--- src/rtl/stream_downsizer.sv ---
// stream_downsizer: splits RATIO-lane words into WIDTH-bit beats, lane 0 first, with last-beat framing.
//   i_clk, i_reset_n : clock, asynchronous active-low reset
//   i_data, i_nbeats, i_vld / o_rdy : wide input word, valid lanes minus 1, handshake
//   o_data, o_last, o_vld / i_rdy   : narrow output lane, final-lane marker, handshake
module stream_downsizer #(
   parameter int WIDTH = 8,
   parameter int RATIO = 4
) (
   input  logic                       i_clk,
   input  logic                       i_reset_n,
   input  logic [WIDTH*RATIO-1:0]     i_data,
   input  logic [$clog2(RATIO)-1:0]   i_nbeats,
   input  logic                       i_vld,
   output logic                       o_rdy,
   output logic [WIDTH-1:0]           o_data,
   output logic                       o_vld,
   output logic                       o_last,
   input  logic                       i_rdy
);
   localparam int CW = $clog2(RATIO);
   logic                   r_busy;
   logic [WIDTH*RATIO-1:0] r_shreg;
   logic [CW-1:0]          r_cnt;
   logic                   w_cnt_zero;
   logic                   w_accept;
   logic                   w_xfer;
   assign w_cnt_zero = r_cnt == '0;
   // i_rdy reaches o_rdy only on the final beat, so a new word can load as the old one leaves
   assign o_rdy      = !r_busy || (i_rdy && w_cnt_zero);
   assign o_vld      = r_busy;
   assign o_data     = r_shreg[WIDTH-1:0];
   assign o_last     = r_busy && w_cnt_zero;
   assign w_accept   = i_vld && o_rdy;
   assign w_xfer     = r_busy && i_rdy;
   always_ff @(posedge i_clk or negedge i_reset_n) begin
      if (!i_reset_n) begin
         r_busy  <= 1'b0;
         r_shreg <= '0;
         r_cnt   <= '0;
      end else if (w_accept) begin
         r_busy  <= 1'b1;
         r_shreg <= i_data;
         r_cnt   <= i_nbeats;
      end else if (w_xfer) begin
         if (!w_cnt_zero) begin
            r_shreg <= {{WIDTH{1'b0}}, r_shreg[WIDTH*RATIO-1:WIDTH]};
            r_cnt   <= r_cnt - CW'(1);
         end else begin
            r_busy  <= 1'b0;
         end
      end
   end
endmodule

--- config.mk ---
export PLATFORM = sky130hd
export DESIGN_NAME = stream_downsizer
export DESIGN_NICKNAME = d
export VERILOG_FILES = /design/src/rtl/stream_downsizer.sv
export SDC_FILE = /design/constraint.sdc
export NUM_CORES = 1
export LEC_CHECK = 0
export ABC_AREA = 1
export CORE_MARGIN = 8
export CORE_UTILIZATION = 45
export CTS_CLUSTER_SIZE = 20
export DETAILED_ROUTE_END_ITERATION = 8
export GPL_TIMING_DRIVEN = 0
export PLACE_DENSITY = 0.71
export SYNTH_ARGS = -nofsm -noshare
export SYNTH_HDL_FRONTEND = slang
export SYNTH_SLANG_ARGS = --single-unit
--- constraint.sdc ---
create_clock -name i_clk -period 2 [get_ports i_clk]
set_clock_uncertainty 0.1 [all_clocks]
set_input_delay 0.4 -clock i_clk [delete_from_list [all_inputs] [get_ports i_clk]]
set_output_delay 0.4 -clock i_clk [all_outputs]
set_load 0.02 [all_outputs]
After elaboration in Yosys (flattened, before gate mapping)
Index checks and enable logic that the tools add are counted.
{"block": "totals", "register_bits": 35, "latch_bits": 0, "romBits": 0, "ram_bits": 0, "output_inout_bits": 11, "n_memories": 0}
{"block": "classes", "muxes": 9, "eq_ne": 1, "shift": 0, "add_sub_neg": 1, "mul": 0, "bitwise_logic": 0, "order_cmp": 0, "reduce_logical": 11, "div": 0}
{"cell": "32-bit two-way mux", "n": 3}
{"cell": "2-bit two-way mux", "n": 3}
{"cell": "1-bit logical AND", "n": 4}
{"cell": "2-bit AND reduction", "n": 2}
{"cell": "2-bit nonzero test", "n": 2}
{"cell": "1-bit two-way mux", "n": 3}
{"cell": "2-bit logical NOT", "n": 1}
{"cell": "2-bit by 1-bit inequality test with 1-bit output, second input constant", "n": 1}
{"cell": "2-bit by 1-bit subtractor with 2-bit output, second input constant", "n": 1}
{"cell": "1-bit logical NOT", "n": 1}
{"cell": "1-bit logical OR", "n": 1}

Depth between registers and ports, before layout
{"block": "depth", "word_depth": 6, "ltp_mapped": 9}

Worst setup path before layout
OpenSTA, ideal clock, no wires.
{"block": "synth_timing", "kind": "register to output", "startpoint": "register r_cnt[0]", "endpoint": "output o_rdy", "slack_ns": 0.443, "arrival_time_ns": 1.057, "required_ns": 1.500, "path_stages_with_launch": 7, "cell_sequence": "dfrtp_1 -> inv_1 -> ha_1 -> nand2_1 -> nand2_1 -> buf_2 -> buf_4"}
{"block": "synth_via", "elab_chain_cells": 3}
{"element": "start, declared", "line_no": "23", "rtl": "logic [CW-1:0] r_cnt;"}
{"element": "start signal, assigned", "line_no": "43", "rtl": "r_cnt <= i_nbeats;"}
{"element": "start signal, assigned", "line_no": "47", "rtl": "r_cnt <= r_cnt - CW'(1);"}
{"element": "2-bit logical NOT", "line_no": "27", "rtl": "assign w_cnt_zero = r_cnt == '0;"}
{"element": "1-bit logical AND", "line_no": "29", "rtl": "assign o_rdy = !r_busy || (i_rdy && w_cnt_zero);"}
{"element": "1-bit logical OR", "line_no": "29"}
{"element": "end, declared", "line_no": "14", "rtl": "output logic o_rdy,"}
Every way passes these cells.

Worst setup path after layout
Ends and elaborated chain as after synthesis.

==> metrics.md <==
| Metric | Value |
|---|---|
| Status | finished clean |
| Most frequent cells in the layout | nand2_1, inv_1, nand3_1, clkdlybuf4s50_1, dfrtp_1 |
| Number of DRC markers in iteration 0 | 119 |
| TNS Setup | 0 ns |
| CTS clock-pin slew for the worst setup and hold paths | 0.07 ns |
| Worst skew pair latency | 0.29 ns |
| Die height | 81.3 um |
| Fin crit share | 95.1% |
| Post-DR vias/cell | 4.57 |
| Global-route wire length before repair | 7730 um |
| Layout Area Growth over Synthesis | 35.1% |
| Mapped Nets | 308 |
| Final Slew Violations | 0 |
| Worst setup margin | 0.0978 ns |
| Final instance area | 2590 um2 |
| CTS tree | built |
| Placed Area | 2450 um2 |
| Filler cells | 382 |
| Non-filler instance count after layout | 378 |
| Total die area | 6610 um2 |
| Peak VDD IR | 0.623 mV |
| GRT Util Overall | 15.1% |
| Total clock sinks | 35 |
| Min-delay worst type | in2async |
| Largest net degree at the start of global routing | 36 |
| Die W | 81.3 um |
| Antenna Nets Post-Route | 0 |
| Cells after Synth | 269 |
| MaxCap Viol Count | 0 |
| Fmax | 526 MHz |
| Setup crit start kind | register |
| Req. time, crit path | 1.50 ns |
| Synthesized area | 1920 um2 |
| Syn avg cell area | 7.14 um2 |
| Initial antenna violation count | 0 |
| Pre-CTS setup slack | -0.567 ns |
| Placeable Area | 4060 um2 |
| IO Port Bufs | 47 |
| CP endpoint kind | primary output |
| Post-synth cell types | 13 |
| Vias in the first global route | 1697 |
| Root Buffer | clkbuf_8 |
| Initial Util | 47.3% |
| Clock buffers created by TritonCTS | 5 |
| Most common cell after layout, fill and taps aside | nand2_1 |
| Seq/Total Area, Yosys | 45.6% |
| Placed Cells | 366 |
| Routed len/inst | 12.0 um |
| Worst r2r path cells | 9 |
| Slew margin rel. | 49.4% |
| Antenna diode count | 0 |
| Worst slew pin tran | 0.759 ns |
| Cell Pwr Density | 1250 nW/um2 |
| CP arrival | 1.40 ns |
| Synth Register Bits | 35 |
| # DRC | 0 |
| Crit-path max FO | 10 |
| Final nets | 366 |
| Leakage | 1.46 nW |
| Htree depth | 2 |
| Fin. Hold Viols | 0 |
| First-pass DRT Iterations | 4 |
| Routed WL | 4530 um |
| Share of cells above drive strength 1 | 12.2% |
| IO Pins | 49 |
| Clk buf depth | 2 |
| Vias | 1726 |
| Post-layout util | 63.9% |
| Total gr overflow | 0 |
| GP Congestion | 0.799 |
| Min Clock Period, post-route | 1.90 ns |
| # setup viols final | 0 |
| RSZ-0062 raised after global routing | no |
| CP Class | reg2out |
| Placed wire-length estimate | 3260 um |
| Rows | 23 |
| Syn. warnings | 0 |
==> per-layer routing <==
| metal | vias up | global-route usage, % | wire length [um] | share of wire (%) |
|---|---|---|---|---|
| li1 | 912 | - | - | - |
| met1 | 748 | 17.3 | 2000 | 44 |
| met2 | 59 | 24.4 | 2080 | 46 |
| met3 | 7 | 5.74 | 379 | 8.4 |
| met4 | 0 | 7.14 | 76 | 1.7 |
| met5 | - | 0 | 0 | 0 |
==> logic make-up (layout without fill, tap and decap cells) <==
family	after synthesis	count (layout)	share of synthesized area, %
DFF	35	35	45.6
AOI/OAI and AO/OA	9	9	2.93
adders and majority gates	1	1	0.652
and+or+nand+nor	145	145	31.7
buffers and inverters	79	138	19.0
==> cells in the mapped netlist <==
cell type | number | share of area, %
clkbuf_1 | 2 | 0.39
ha_1 | 1 | 0.65
dfrtp_1 | 35 | 46
inv_2 | 2 | 0.39
buf_6 | 2 | 1.2
nor2_1 | 1 | 0.20
buf_4 | 13 | 5.1
o21ai_0 | 8 | 2.1
nand3_1 | 52 | 14
buf_2 | 4 | 1.0
a21oi_4 | 1 | 0.85
inv_1 | 56 | 11
nand2_1 | 92 | 18
==> registers in the layout (all words and copies together), names as in the netlist <==
| register | cells |
|---|---|
| o_vld | 1 |
| r_cnt | 2 |
| r_shreg | 32 |
==> report_power, final <==
| group | leakage, nW | switching (mW) | total (mW) | internal [mW] |
|---|---|---|---|---|
| sequential | 0.449 | 0.135 | 1.12 | 0.985 |
| clock | 0.0477 | 0.261 | 0.499 | 0.238 |
| combinational | 0.968 | 0.872 | 1.63 | 0.753 |
==> stage by stage <==
stage | hold slack [ns] | total power [mW]
global route | 0.122 | 3.53
finish | 0.0718 | 3.24
global placement | 0.363 | 2.61
detailed placement | 0.365 | 2.65
CTS | 0.0986 | 3.19
floorplan | 0.00441 | 2.15
==> area by class of cell <==
cell class | instances | area [um2] | area share, %
clock inverter | 3 | 15.0 | 0.579
inverter | 58 | 218 | 8.40
clock buffer | 5 | 68.8 | 2.65
timing repair buffer | 51 | 495 | 19.1
multi-input combinational | 155 | 696 | 26.8
sequential | 35 | 876 | 33.8
tap | 50 | 62.6 | 2.41
buffer | 21 | 161 | 6.23
==> final timing paths <==
| path | slack, ns | start | endpoint |
|---|---|---|---|
| worst min register to register | 0.38 | r_shreg[16] | r_shreg[16] |
| min in group i_clk | 0.31 | i_vld | o_vld |
| max in group asynchronous | 1.24 | i_reset_n | r_shreg[19] |
| worst max register to register | 0.32 | r_cnt[0] | r_shreg[17] |
| worst min-delay path | 0.07 | i_reset_n | r_shreg[6] |
| worst max-delay path | 0.1 | r_cnt[0] | o_rdy |
==> worst max-delay path: stages, from the launching register on <==
cell and delay, ns:
dfrtp_1 0.37, inv_1 0.07, ha_4 0.16, nand2_2 0.05, nand2_2 0.06, buf_6 0.13, buf_8 0.13, buf_6 0.13
==> repair_timing <==
item / in CTS / in global routing
hold buffers: 0 / 0
pin swaps: 1 / 0
setup endpoints to repair: 2 / 1
resized for setup: 14 / 2
buffers inserted: 0 / 4
gates cloned: 0 / 0
No activity file was read; power rests on OpenSTA's default activity.
